$ cat config.mk
export PLATFORM = sky130hd
export DESIGN_NAME = water_pump_arbiter
export DESIGN_NICKNAME = d
export VERILOG_FILES = /design/src/rtl/toilet_pkg.sv /design/src/rtl/pump_arb_select.sv /design/src/rtl/water_pump_arbiter.sv
export SDC_FILE = /design/constraint.sdc
export NUM_CORES = 1
export LEC_CHECK = 0
export CAP_MARGIN = 20
export CORE_UTILIZATION = 47
export DETAILED_ROUTE_END_ITERATION = 10
export PLACE_DENSITY = 0.7
export SLEW_MARGIN = 20
export SYNTH_ARGS = -nofsm -noshare
export SYNTH_HDL_FRONTEND = slang
export SYNTH_SLANG_ARGS = --single-unit
$ cat constraint.sdc
create_clock -name clk -period 5.1 [get_ports clk]
set_clock_uncertainty 0.1 [all_clocks]
set_input_delay 1.275 -clock clk [delete_from_list [all_inputs] [get_ports clk]]
set_output_delay 1.275 -clock clk [all_outputs]
set_load 0.02 [all_outputs]
$ cat src/rtl/toilet_pkg.sv
// Shared types and constants for the water pump arbiter: FSM states, requester
// indices and default tick settings.
package toilet_pkg;

  typedef enum logic [1:0] {
    PUMP_IDLE  = 2'd0,
    PUMP_GRANT = 2'd1,
    PUMP_GAP   = 2'd2
  } pump_state_e;

  localparam int REQ_SPRAY = 0;
  localparam int REQ_DIS   = 1;
  localparam int REQ_FLUSH = 2;

  localparam int DEF_N_REQ           = 3;
  localparam int DEF_CNT_W           = 8;
  localparam int DEF_MAX_GRANT_TICKS = 200;
  localparam int DEF_GAP_TICKS       = 4;

  function automatic int idx_width(input int n);
    return (n > 1) ? $clog2(n) : 1;
  endfunction

endpackage

$ cat src/rtl/pump_arb_select.sv
// Combinational winner pick for the pump arbiter. PUMP_ARB_ROUND_ROBIN_EN selects
// round-robin from ptr; otherwise the lowest eligible index wins.
module pump_arb_select
  import toilet_pkg::*;
#(
  parameter int N_REQ = DEF_N_REQ,
  parameter int IDX_W = idx_width(DEF_N_REQ)
) (
  input  logic [N_REQ-1:0] elig,
`ifdef PUMP_ARB_ROUND_ROBIN_EN
  input  logic [IDX_W-1:0] ptr,
`endif
  output logic [N_REQ-1:0] sel,
  output logic [IDX_W-1:0] sel_idx,
  output logic             any
);

  assign any = |elig;

  // Winner pick: walk from the far end so the highest-priority candidate is written last
  always_comb begin
    sel     = {N_REQ{1'b0}};
    sel_idx = {IDX_W{1'b0}};
`ifdef PUMP_ARB_ROUND_ROBIN_EN
    for (int k = N_REQ - 1; k >= 0; k--) begin
      sel     = elig[(int'(ptr) + k) % N_REQ] ? (N_REQ'(1) << ((int'(ptr) + k) % N_REQ)) : sel;
      sel_idx = elig[(int'(ptr) + k) % N_REQ] ? IDX_W'((int'(ptr) + k) % N_REQ) : sel_idx;
    end
`else
    for (int i = N_REQ - 1; i >= 0; i--) begin
      sel     = elig[i] ? (N_REQ'(1) << i) : sel;
      sel_idx = elig[i] ? IDX_W'(i) : sel_idx;
    end
`endif
  end

endmodule

$ cat src/rtl/water_pump_arbiter.sv
// Grants the shared pump to one requester at a time with max on-time and a minimum
// off-gap. Define PUMP_ARB_ROUND_ROBIN_EN for round-robin; default is fixed priority.
module water_pump_arbiter
  import toilet_pkg::*;
#(
  parameter int  N_REQ           = DEF_N_REQ,
  parameter int  CNT_W           = DEF_CNT_W,
  parameter int  MAX_GRANT_TICKS = DEF_MAX_GRANT_TICKS,
  parameter int  GAP_TICKS       = DEF_GAP_TICKS,
  localparam int IDX_W           = idx_width(N_REQ)
) (
  input  logic             clk,
  input  logic             reset_n,
  input  logic             ce,
  input  logic [N_REQ-1:0] req,
  output logic [N_REQ-1:0] gnt,
  output logic [IDX_W-1:0] gnt_id,
  output logic             pump_on,
  output logic             busy,
  output logic [N_REQ-1:0] timeout
);

  localparam logic [CNT_W-1:0] CNT_SAT    = {CNT_W{1'b1}};
  localparam logic [CNT_W-1:0] GRANT_LAST = CNT_W'((MAX_GRANT_TICKS > 0) ? MAX_GRANT_TICKS - 1 : 0);
  localparam logic [CNT_W-1:0] GAP_LAST   = CNT_W'((GAP_TICKS > 0) ? GAP_TICKS - 1 : 0);

  pump_state_e      state_r, state_s;
  logic [CNT_W-1:0] cnt_r, cnt_s;
  logic [N_REQ-1:0] gnt_r, gnt_s, timeout_r, timeout_s, lockout_r, lockout_s;
  logic [N_REQ-1:0] elig_s, sel_s;
  logic [IDX_W-1:0] gnt_id_r, gnt_id_s, sel_idx_s;
  logic             pump_on_r, pump_on_s, busy_r, busy_s;
  logic             sel_any_s, owner_req_s, cnt_full_s;

  assign elig_s      = req & ~lockout_r;
  assign owner_req_s = |(req & gnt_r);
  assign cnt_full_s  = (cnt_r == CNT_SAT);

`ifdef PUMP_ARB_ROUND_ROBIN_EN
  logic [IDX_W-1:0] ptr_r, ptr_s;

  // Next search start is one past the new owner
  always_comb begin
    ptr_s = ptr_r;
    if (state_r == PUMP_IDLE && sel_any_s) begin
      ptr_s = (sel_idx_s == IDX_W'(N_REQ - 1)) ? {IDX_W{1'b0}} : sel_idx_s + IDX_W'(1);
    end else begin
      ptr_s = ptr_r;
    end
  end

  // Round-robin pointer register
  always_ff @(posedge clk or negedge reset_n) begin
    if (!reset_n) ptr_r <= {IDX_W{1'b0}};
    else          ptr_r <= ptr_s;
  end

  pump_arb_select #(.N_REQ(N_REQ), .IDX_W(IDX_W)) u_select (
    .elig(elig_s), .ptr(ptr_r), .sel(sel_s), .sel_idx(sel_idx_s), .any(sel_any_s)
  );
`else
  pump_arb_select #(.N_REQ(N_REQ), .IDX_W(IDX_W)) u_select (
    .elig(elig_s), .sel(sel_s), .sel_idx(sel_idx_s), .any(sel_any_s)
  );
`endif

  // Next-state and next-output logic; all outputs are registered below
  always_comb begin
    state_s   = state_r;
    cnt_s     = cnt_r;
    gnt_s     = gnt_r;
    gnt_id_s  = gnt_id_r;
    pump_on_s = pump_on_r;
    busy_s    = busy_r;
    timeout_s = {N_REQ{1'b0}};
    lockout_s = lockout_r & req;
    case (state_r)
      PUMP_IDLE: begin
        if (sel_any_s) begin
          state_s   = PUMP_GRANT;
          cnt_s     = {CNT_W{1'b0}};
          gnt_s     = sel_s;
          gnt_id_s  = sel_idx_s;
          pump_on_s = 1'b1;
          busy_s    = 1'b1;
        end else begin
          gnt_s     = {N_REQ{1'b0}};
          gnt_id_s  = {IDX_W{1'b0}};
          pump_on_s = 1'b0;
          busy_s    = 1'b0;
        end
      end
      PUMP_GRANT: begin
        // A release always beats a coincident timeout
        if (!owner_req_s) begin
          state_s   = PUMP_GAP;
          cnt_s     = {CNT_W{1'b0}};
          gnt_s     = {N_REQ{1'b0}};
          gnt_id_s  = {IDX_W{1'b0}};
          pump_on_s = 1'b0;
        end else if (ce && (MAX_GRANT_TICKS != 0) && (cnt_r == GRANT_LAST)) begin
          state_s   = PUMP_GAP;
          cnt_s     = {CNT_W{1'b0}};
          gnt_s     = {N_REQ{1'b0}};
          gnt_id_s  = {IDX_W{1'b0}};
          pump_on_s = 1'b0;
          timeout_s = gnt_r;
          lockout_s = (lockout_r & req) | gnt_r;
        end else if (ce && !cnt_full_s) begin
          cnt_s = cnt_r + CNT_W'(1);
        end else begin
          cnt_s = cnt_r;
        end
      end
      PUMP_GAP: begin
        if ((GAP_TICKS == 0) || (ce && (cnt_r == GAP_LAST))) begin
          state_s = PUMP_IDLE;
          cnt_s   = {CNT_W{1'b0}};
          busy_s  = 1'b0;
        end else if (ce && !cnt_full_s) begin
          cnt_s = cnt_r + CNT_W'(1);
        end else begin
          cnt_s = cnt_r;
        end
      end
      default: begin
        state_s   = PUMP_IDLE;
        cnt_s     = {CNT_W{1'b0}};
        gnt_s     = {N_REQ{1'b0}};
        gnt_id_s  = {IDX_W{1'b0}};
        pump_on_s = 1'b0;
        busy_s    = 1'b0;
      end
    endcase
  end

  // State, counter, lockout and output registers
  always_ff @(posedge clk or negedge reset_n) begin
    if (!reset_n) begin
      state_r   <= PUMP_IDLE;
      cnt_r     <= {CNT_W{1'b0}};
      gnt_r     <= {N_REQ{1'b0}};
      gnt_id_r  <= {IDX_W{1'b0}};
      pump_on_r <= 1'b0;
      busy_r    <= 1'b0;
      timeout_r <= {N_REQ{1'b0}};
      lockout_r <= {N_REQ{1'b0}};
    end else begin
      state_r   <= state_s;
      cnt_r     <= cnt_s;
      gnt_r     <= gnt_s;
      gnt_id_r  <= gnt_id_s;
      pump_on_r <= pump_on_s;
      busy_r    <= busy_s;
      timeout_r <= timeout_s;
      lockout_r <= lockout_s;
    end
  end

  assign gnt     = gnt_r;
  assign gnt_id  = gnt_id_r;
  assign pump_on = pump_on_r;
  assign busy    = busy_r;
  assign timeout = timeout_r;

endmodule

## Word-level counts from Yosys, hierarchy flattened

Index checks and enable logic that the tools add are counted.

| storage, ports and cells | value |
|---|---|
| ROM bits | 0 |
| latch bits | 0 |
| register bits | 23 |
| memories kept | 0 |
| output and inout port bits | 10 |
| bits in writable memories | 0 |

| operators by class | value |
|---|---|
| div/mod/pow operators | 0 |
| reductions and logical operators | 10 |
| multiplexer cells | 37 |
| shifts and indexed selects | 0 |
| add/sub/neg operators | 1 |
| multiply operators | 0 |
| bitwise operators | 7 |
| order comparisons | 0 |
| eq/ne operators | 8 |

Operators by type and width:

| kind | number |
|---|---|
| 8-bit two-way mux | 5 |
| 3-bit two-way mux | 12 |
| 8-bit one-hot mux with 3 select lines | 1 |
| 2-bit two-way mux | 10 |
| 8-bit equality test, second input constant | 2 |
| 2-bit one-hot mux with 3 select lines | 2 |
| 3-bit bitwise AND | 3 |
| 3-bit one-hot mux with 3 select lines | 1 |
| 8-bit by 1-bit adder with 8-bit output, second input constant | 1 |
| 8-bit by 2-bit equality test with 1-bit output, second input constant | 1 |
| 1-bit one-hot mux with 3 select lines | 2 |
| 3-bit OR reduction | 2 |
| 1-bit two-way mux | 4 |
| 2-bit inequality test, second input constant | 2 |
| 2-bit AND reduction | 2 |
| 1-bit logical AND | 3 |
| 3-bit inequality test, second input constant | 1 |
| 3-bit inverter | 1 |
| 3-bit OR | 1 |
| 3-bit AND reduction | 1 |
| 2-bit by 1-bit equality test with 1-bit output, second input constant | 1 |
| 2-bit equality test, second input constant | 1 |
| 2-bit logical NOT | 1 |
| 1-bit inverter | 2 |
| 1-bit logical NOT | 1 |

## Depth between registers and ports, before layout

Gate-level depths: netlist of the first run.

| depth | value |
|---|---|
| depth in word-level cells | 7 |
| gate-level depth with buffers | 7 |
| depth with buffers taken out | 6 |

## By module

From an unflattened synthesis of the first run, not the netlist that was laid out.

| second synthesis, totals | value |
|---|---|
| cell total of the unflattened synthesis | 126 |
| area, all modules | 1,286.2 um^2 |

By module, submodules not included:

| module | times used | cells an instance | area an instance (um^2) |
|---|---|---|---|
| water_pump_arbiter | 1 | 120 | 1,243.7 |
| pump_arb_select | 1 | 6 | 42.5 |

## Worst setup path after synthesis of the first run

OpenSTA, ideal clock, no wires.

| timing | value |
|---|---|
| path type | input port to flip-flop |
| start point | input port req[0] |
| end point | register state_r[1] |
| buffers on the path | 0 |
| arrival time | 2.489 ns |
| path slack | 2.386 ns |
| cell stages on the path | 4 |
| setup time | 0.125 ns |
| cells stage by stage | a222oi_1 > nor2b_2 > a211oi_4 > mux2_4 |

| on the way | value |
|---|---|
| cells in the longest elaborated chain, start to end | 4 |
| elaborated cells on any way between the ends | 9 |
| classes of those cells | eq/ne (2); mux (2); bitwise (2); reduce/logical (3) |

RTL lines:

| element | line | RTL |
|---|---|---|
| from (decl) | water_pump_arbiter.sv:15 | `input logic [N_REQ-1:0] req,` |
| 3-bit bitwise AND, on equally long branches | water_pump_arbiter.sv:36, water_pump_arbiter.sv:35 |  |
| 3-bit OR reduction, on equally long branches | water_pump_arbiter.sv:36, pump_arb_select.sv:18 |  |
| 3-bit inequality test (no line), or another cell as far along | -- |  |
| 3-bit AND reduction (no line) / 2-bit one-hot mux with 3 select lines (equally long branches) | -- |  |
| to (signal assigned) | water_pump_arbiter.sv:149 | `state_r <= state_s;` |
| to (decl) | water_pump_arbiter.sv:27 | `pump_state_e state_r, state_s;` |

Several ways; a longest one is shown, not always the timed one.
A chain may end at the register's enable or synchronous reset.

## Final worst setup path of the first run

| timing | value |
|---|---|
| start point | input port req[2] |
| end point | register state_r[1] |

Same word-level chain as after synthesis.

==> out/results.ini, run 1 <==
[run_status]
status = completed

[global_route]
grt_pass1_wl_mm = 4.050
antenna_found_initial = 0
grt_max_degree = 22
grt_pass1_vias = 855
overflow = 0
grt.total_usage_pct = 20.04

[worst_hold_path]
min_to = lockout_r[2]
min_path_cells = 1
hold_class = flip-flop to flip-flop
min-delay-start = lockout_r[2]

[floorplan]
rows = 17
die_area_um2 = 2773
coreArea_um2 = 2318
die-width_um = 52.66
start_util_pct = 52.02
chipHeight_um = 52.66
io_pins = 16

[worst_setup_path]
crit_chain = clkdlybuf4s50_1, a222oi_1, nor2b_2, a211oi_4, mux2_4
cp-end-kind = flip-flop
worstReg2RegEnd = cnt_r[1]
path_delay_family = compound AO/OA/AOI/OAI gates
r2r_setup_slack_ps = 2820
r2r_cells = 6
worstPathRequired_ps = 5200
critPathMaxStageDelay_ps = 490
crit_path_start_kind = primary input
cp_max_fo = 9
cp_slowest_cell = a222oi_1
worstPathArrival_ps = 3200
path_class = primary input to flip-flop
r2r_start = state_r[0]
worstSetupStartpoint = req[2]
crit_buf_inv = 1

[yosys]
synth_seq_cells = 21
synth_top_area_share_pct = 43.57
synth_area_leaders = dfrtp_1, ha_1, a211oi_1
synth.avg_cell_area_um2 = 10.97
ys_types = 42
syn-num-nets = 121
ys_seq_area_share_pct = 43.57
yosysMostFrequentCell = dfrtp_1
synthArstFlopShare_pct = 100.0
synth_ff_type = dfrtp_1
synth_edf_count = 0
synth_area_um2 = 1206
synth.largest_area_cell = dfrtp_1
ys_top_cells_by_count = dfrtp_1, a211oi_1, nor2_1
yosysWarnings = 0
syn-instance-count = 110

[sta]
slew_headroom_pct = 46.56
worst_slew_pin_slew_ps = 793.0
period_share_pct = 60.71
finalCriticalPeriod_ps = 3096
hold_violations = 0
rsz0062_at_grt = no
slew_violations = 0
fmax_mhz = 323.0
setup_tns_ps = 0
setup_viol = 0
fin_ws_ps = 2004

[power]
power.density_nw_per_um2 = 387.2
peakVddDrop_v = 0.0003597
leakage_nw = 0.5556

[cts]
clk_pin_slew_ps = 120
clk_latency_ps = 300
cts_tree = yes
clock-sinks = 21
cts_setup_buffers = 0
h-tree-depth = 1
hold_buffers = 0
cts_buffers = 3
cts.path.max_buffers = 2
cts_root_buffer = clkbuf_4
cts-resized-gates = 0

[placed_design]
gp_congestion = 0.7970
place_hpwl_mm = 1.663
port_buffers = 15
dpl_worst_slack_ps = 1693

[job]
drv_cap = 0

[route]
route.final.wire_length_mm = 2.319
first_pass_iters = 4
via_per_inst = 5.987
ant_nets = 0
avgRoutedWirePerCell_um = 15.26
drt-initial-drc-count = 28
dr_total_vias = 910
drc_errors = 0

[final_layout]
layout-drive-gt1-share_pct = 12.90
fillers = 200
nets = 136
num_antenna_cells = 0
area_growth_pct = 13.07

[area by class of cell]
| type | count | area, um^2 | share of cell area (%) |
|---|---|---|---|
| clock buffers | 4 | 26.28 | 1.927 |
| inverters | 5 | 18.77 | 1.376 |
| multi-input cells | 79 | 613.1 | 44.95 |
| flip-flops and latches | 21 | 525.5 | 38.53 |
| well taps | 28 | 35.03 | 2.569 |
| repair buffers | 15 | 145.1 | 10.64 |
[cells in the final DEF (no fill, tap or decap), types with 2 or more instances in the layout]
| cell | count |
|---|---|
| and2b_1 | 2 |
| a22o_1 | 3 |
| a21oi_1 | 4 |
| nand3_1 | 3 |
| nand4_1 | 3 |
| nor2_1 | 6 |
| nor2b_2 | 2 |
| dfrtp_1 | 21 |
| o31ai_1 | 2 |
| mux2_2 | 3 |
| clkdlybuf4s50_1 | 14 |
| a211oi_1 | 6 |
| ha_1 | 5 |
| nor4_1 | 2 |
| inv_1 | 5 |
| nor3b_1 | 2 |
| nand2_1 | 3 |
| and2_1 | 3 |
| clkbuf_4 | 3 |
| or3_1 | 2 |
| o21ai_0 | 4 |
| o41ai_1 | 2 |
| nor3_1 | 3 |
[worst max path at each step]
stage,end,slack [ps],cells after the start
3_5_place_dp,state_r[1],1690,5
2_1_floorplan,state_r[1],2390,4
3_3_place_gp,state_r[1],1680,5
6_report,state_r[1],2000,5
4_1_cts,state_r[1],2020,5
5_1_grt,cnt_r[3],1840,5
[state kept, by name, summed over array words and instances, names as in the netlist]
register	cells
pump_on	1
busy	1
timeout	3
lockout_r	3
cnt_r	8
gnt	2
gnt_id	1
state_r	2
[metal layers]
layer	part of all wire [%]	track usage (%)
met1	54	31.02
met5	0	0
met2	42	27.85
met4	0.99	7.456
met3	3.2	2.609
[cell families (layout without fill, tap and decap cells)]
group           count (synthesis)  after routing  synth area share [%]
simple gates                   40             40                 20.85
fa+ha+maj                       5              5                 5.187
mux                             5              5                 4.875
buf+inv                        10             24                 5.601
flops                          21             21                 43.57
compound gates                 29             29                 19.92
[worst register-to-register path, delay by kind of cell (launching register included)]
kind,cells,cell delay [ps]
compound gates,3,1260
flops,1,400
buf+inv,2,240
fa+ha+maj,1,200
[report_power, final]
part,leakage [nW],switching (mW),internal (mW)
Combinational,0.255,0.136,0.0995
Sequential,0.286,0.0207,0.191
Clock,0.0150,0.0507,0.0305
[metrics by stage]
step / power [mW] / hold WS, ps / cell area, um^2 / util (%) / cells
after global placement: 0.4490 / 388.2 / 1343 / 57.91 / 148
after global routing: 0.5642 / 440.6 / 1364 / 58.82 / 152
after CTS: 0.5319 / 422.5 / 1369 / 59.04 / 152
final: 0.5280 / 420.9 / 1364 / 58.82 / 152
after floorplan: 0.3805 / 372.1 / 1206 / - / 110
after detailed placement: 0.4503 / 394.9 / 1343 / 57.91 / 148
Power figures use the tool's default switching activity.
==> inputs of run 2 (changes only) <==
clock period = 3.06 ns   (was 5.1 ns; I/O delays follow)
==> run 2 against run 1 <==
Die area did not move. Worst hold slack improved by 3.3 ps. Largest power group unchanged. Core utilization rose by 2.2 points. Clock power rose by 62%. Sequential share of layout area fell by 1.4 points. Combinational power rose by 75%. Non-clock buffer count rose by 6.
==> out/results.ini, run 2 (synthesis results as in run 1) <==
[sta]
setup_viol = 0  ; unchanged
setup_tns_ps = 0  ; unchanged
slew_violations = 0  ; unchanged
hold_violations = 0  ; unchanged
fmax_mhz = 380.7
whs_ps = 424.2  ; +3.292 ps
worst_slew_pin_slew_ps = 798.4  ; +5.456 ps
period_share_pct = 85.84
slew_headroom_pct = 46.19  ; -0.37 points
finalCriticalPeriod_ps = 2627
rsz0062_at_grt = no

[cts]
cts_setup_buffers = 0  ; unchanged
clock-sinks = 21  ; unchanged
cts_root_buffer = clkbuf_4
hold_buffers = 0  ; unchanged
cts_tree = yes
h-tree-depth = 1  ; unchanged
cts.path.max_buffers = 2  ; unchanged
cts_buffers = 3  ; unchanged
clk_latency_ps = 300  ; about the same
clk_pin_slew_ps = 110  ; about the same
cts-resized-gates = 0  ; unchanged

[final_layout]
fillers = 199  ; -0.50%
regMostFlops = cnt_r
num_antenna_cells = 0  ; unchanged
layout-drive-gt1-share_pct = 16.15  ; +3.3 points
multi_input_area_um2 = 613.1  ; unchanged
nets = 142  ; +4.4%
register_area_um2 = 525.5  ; unchanged
layout_commonest_cell = dfrtp_1
area_growth_pct = 17.22
fin_util_pct = 60.98  ; +2.2 points
layout.cells.most_common_list = dfrtp_1, clkdlybuf4s50_1, nor2_1, a211oi_1, buf_4
stdcell_area_um2 = 1414  ; +3.7%
largest_reg_flops = 8  ; unchanged

[route]
first_pass_iters = 4  ; unchanged
drc_errors = 0  ; unchanged
ant_nets = 0  ; unchanged
drt-initial-drc-count = 35  ; +25%
route.final.wire_length_mm = 2.405  ; +3.7%
via_per_inst = 6.101  ; +1.9%
dr_total_vias = 964  ; +5.9%
avgRoutedWirePerCell_um = 15.22  ; -0.23%

[worst_setup_path]
worstPathArrival_ps = 2730  ; -470 ps
cp-end-kind = flip-flop
path_class = primary input to flip-flop
worstPathRequired_ps = 3160  ; -2040 ps
crit_path_start_kind = primary input
cp_max_fo = 4  ; -5

[floorplan]
io_pins = 16  ; unchanged
chipHeight_um = 52.66  ; unchanged
rows = 17  ; unchanged
coreArea_um2 = 2318  ; unchanged
die_area_um2 = 2773  ; unchanged
die-width_um = 52.66  ; unchanged
start_util_pct = 52.02  ; unchanged

[global_route]
use_met3_pct = 6.667  ; +4.1 points
grt.total_usage_pct = 21.54  ; +1.5 points
grt_pass1_vias = 921  ; +7.7%
overflow = 0  ; unchanged
grt_max_degree = 22  ; unchanged
gr-usage-met1_pct = 29.82  ; -1.2 points
antenna_found_initial = 0  ; unchanged
gr-usage-met2_pct = 32.07  ; +4.2 points
grt_pass1_wl_mm = 4.264  ; +5.3%
busiest_layer = met2

[power]
power.density_nw_per_um2 = 633.5  ; +64%
peakVddDrop_v = 0.0005788  ; +61%
power.total_mw = 0.8956  ; +70%
leakage_nw = 0.5841  ; +5.1%

[run_status]
status = completed

[placed_design]
gp_congestion = 0.8083  ; +1.4%
place_area_um2 = 1388  ; +3.4%
port_buffers = 15  ; unchanged
place_hpwl_mm = 1.770  ; +6.4%

[job]
drv_cap = 0  ; unchanged

[worst_hold_path]
hold_class = flip-flop to flip-flop

run 2: changes by cell type in the layout (fill, tap and decap cells not counted), sizes merged:
cell,delta
buf,+5
clkdlybuf4s50,+1
run 2: path summary, 6_finish.rpt:
| check | cells past startpoint | from | slack (ps) | endpoint |
|---|---|---|---|---|
| worst min register to register | 1 | pump_on | 420 | pump_on |
| worst max-delay path | 5 | req[0] | 430 | gnt_id[1] |
| max in group asynchronous | 2 | reset_n | 1950 | lockout_r[0] |
| worst min-delay path | 1 | pump_on | 420 | pump_on |
| min in group asynchronous | 2 | reset_n | 690 | gnt_id[1] |
| worst max register to register | 6 | state_r[0] | 760 | cnt_r[1] |
run 2: through the flow:
stage          setup slack (ps)  instances
2_1_floorplan             856.2        110
3_3_place_gp              157.0        154
3_5_place_dp              134.6        154
4_1_cts                   452.1        158
5_1_grt                   326.9        158
6_report                  433.2        158
run 2: layout make-up:
| class | instances | share of cell area [%] |
|---|---|---|
| inverter | 5 | 1.327 |
| tap | 28 | 2.478 |
| clock buffer | 4 | 1.858 |
| sequential | 21 | 37.17 |
| multi-input combinational | 79 | 43.36 |
| timing repair buffer | 21 | 13.81 |
run 2: report_power, final:
part | internal [mW] | leakage [nW] | switching, mW
logic | 0.179 | 0.283 | 0.233
clock network | 0.0508 | 0.0150 | 0.0799
registers | 0.318 | 0.286 | 0.0348
run 2: worst max-delay path, cell delays in order:
cell	delay (ps)
clkdlybuf4s50_1	440
a222oi_1	560
nor2b_2	160
a21oi_1	410
mux2_2	390
run 2: metal layers:
metal	up-vias	wire, um
li1	467	-
met1	454	1149
met2	37	1056
met3	6	165
met4	0	34
met5	-	0
==> inputs of run 3 (changes only) <==
CORE_MARGIN = 3   (was unset)
REMOVE_ABC_BUFFERS = 1   (was unset)
==> run 3 against run 2 <==
Worst setup slack better by 70 ps. Clock power hardly changed. Total power is 0.72% higher. Via count is 2.2% lower. Die area is 16% higher. Core utilization is 0.32 points lower. Global-route usage is 4.1 points lower. Combinational power is 1% higher. Wire length is 2.0% higher. Sequential share of layout area is 0.20 points higher. Sequential power hardly changed. Register-to-register slack better by 30 ps. Largest cell class unchanged. Largest power group unchanged.
==> out/results.ini, run 3 (synthesis results as in run 1) <==
[sta]
setup_viol = 0  ; unchanged
slew_headroom_pct = 46.77  ; +0.59 points
worst_slew_pin_slew_ps = 789.7  ; -8.682 ps
rsz0062_at_grt = no
slew_violations = 0  ; unchanged
hold_violations = 0  ; unchanged
fmax_mhz = 391.1  ; +2.7%
period_share_pct = 83.55  ; -2.3 points
setup_tns_ps = 0  ; unchanged
finalCriticalPeriod_ps = 2557  ; -70.07 ps

[final_layout]
nets = 141  ; -0.70%
fillers = 205  ; +3.0%
area_growth_pct = 16.60
layout.cells.most_common_list = dfrtp_1, clkdlybuf4s50_1, nor2_1, a211oi_1
stdcell_area_um2 = 1406  ; -0.53%
regMostFlops = cnt_r
largest_reg_flops = 8  ; unchanged
layout_commonest_cell = dfrtp_1
layout-drive-gt1-share_pct = 15.50  ; -0.65 points
num_antenna_cells = 0  ; unchanged
fin_util_pct = 60.66  ; -0.32 points

[run_status]
status = completed

[cts]
clock-sinks = 21  ; unchanged
cts.path.max_buffers = 2  ; unchanged
clk_pin_slew_ps = 110  ; about the same
cts-resized-gates = 0  ; unchanged
clk_latency_ps = 300  ; about the same
cts_root_buffer = clkbuf_4
cts_buffers = 3  ; unchanged
hold_buffers = 0  ; unchanged
cts_tree = yes
h-tree-depth = 1  ; unchanged
cts_setup_buffers = 0  ; unchanged

[route]
first_pass_iters = 4  ; unchanged
avgRoutedWirePerCell_um = 15.63  ; +2.7%
dr_total_vias = 943  ; -2.2%
drc_errors = 0  ; unchanged
ant_nets = 0  ; unchanged
route.final.wire_length_mm = 2.454  ; +2.0%
via_per_inst = 6.006  ; -1.6%
drt-initial-drc-count = 12  ; -66%

[floorplan]
rows = 17  ; unchanged
die_area_um2 = 3210  ; +16%
chipHeight_um = 56.66  ; +7.6%
io_pins = 16  ; unchanged
die-width_um = 56.66  ; +7.6%
start_util_pct = 52.02  ; unchanged
coreArea_um2 = 2318  ; unchanged

[power]
power.density_nw_per_um2 = 641.4  ; +1.3%
leakage_nw = 0.5800  ; -0.71%
peakVddDrop_v = 0.0003928  ; -32%

[worst_setup_path]
cp-end-kind = flip-flop
r2r_cells = 6  ; unchanged
path_class = primary input to flip-flop
worstPathRequired_ps = 3160  ; about the same
worstPathArrival_ps = 2660  ; -70 ps
crit_path_start_kind = primary input
cp_max_fo = 4  ; unchanged

[worst_hold_path]
min_path_cells = 1  ; unchanged
hold_class = flip-flop to flip-flop

[global_route]
overflow = 0  ; unchanged
antenna_found_initial = 0  ; unchanged
grt_max_degree = 22  ; unchanged
grt.total_usage_pct = 17.41  ; -4.1 points
grt_pass1_vias = 963  ; +4.6%
grt_pass1_wl_mm = 4.333  ; +1.6%

[placed_design]
gp_congestion = 0.7709  ; -4.6%
place_area_um2 = 1380  ; -0.54%
place_hpwl_mm = 1.847  ; +4.4%
port_buffers = 15  ; unchanged

[job]
drv_cap = 0  ; unchanged

run 3: routing by layer:
layer	global-route usage, %	vias to the layer above	part of all wire, %
met5	0	-	0
met4	9.153	0	2.2
met3	2.989	5	2.1
met2	27.39	14	46
met1	22.66	460	50
li1	-	464	-
run 3: cell type report:
class / instances / area, um^2 / share of cell area, %
Multi-Input combinational cell: 79 / 613.1 / 43.59
Sequential cell: 21 / 525.5 / 37.37
Timing Repair Buffer: 20 / 187.7 / 13.35
Tap cell: 28 / 35.03 / 2.491
Clock buffer: 4 / 26.28 / 1.868
Inverter: 5 / 18.77 / 1.335
run 3: power by group:
| group | leakage, nW | internal (mW) | switching, mW |
|---|---|---|---|
| Combinational | 0.279 | 0.181 | 0.235 |
| Clock | 0.0150 | 0.0509 | 0.0810 |
| Sequential | 0.286 | 0.318 | 0.0365 |
| Total | 0.580 | 0.549 | 0.353 |
run 3: final timing paths:
| check | start | to | slack, ps |
|---|---|---|---|
| max | req[2] | pump_on | 500 |
| min | lockout_r[2] | lockout_r[2] | 420 |
| max reg2reg | state_r[1] | cnt_r[3] | 790 |
| min reg2reg | lockout_r[2] | lockout_r[2] | 420 |
| max in group asynchronous | reset_n | busy | 1960 |
| min in group asynchronous | reset_n | cnt_r[1] | 680 |
run 3: worst max-delay path, stage by stage:
cell,delay [ps]
clkdlybuf4s50_1,440
a222oi_1,490
nor2b_2,150
a21oi_1,410
mux2_2,390
run 3: through the flow:
step           hold WS (ps)  power, mW  instances  setup slack, ps
2_1_floorplan         369.4     0.6217        105            856.2
3_3_place_gp          393.1     0.7620        153            201.5
3_5_place_dp          392.3     0.7739        153            201.5
4_1_cts               426.4     0.9100        157            533.3
5_1_grt               453.8     0.9720        157            450.8
6_report              419.2     0.9021        157            503.3
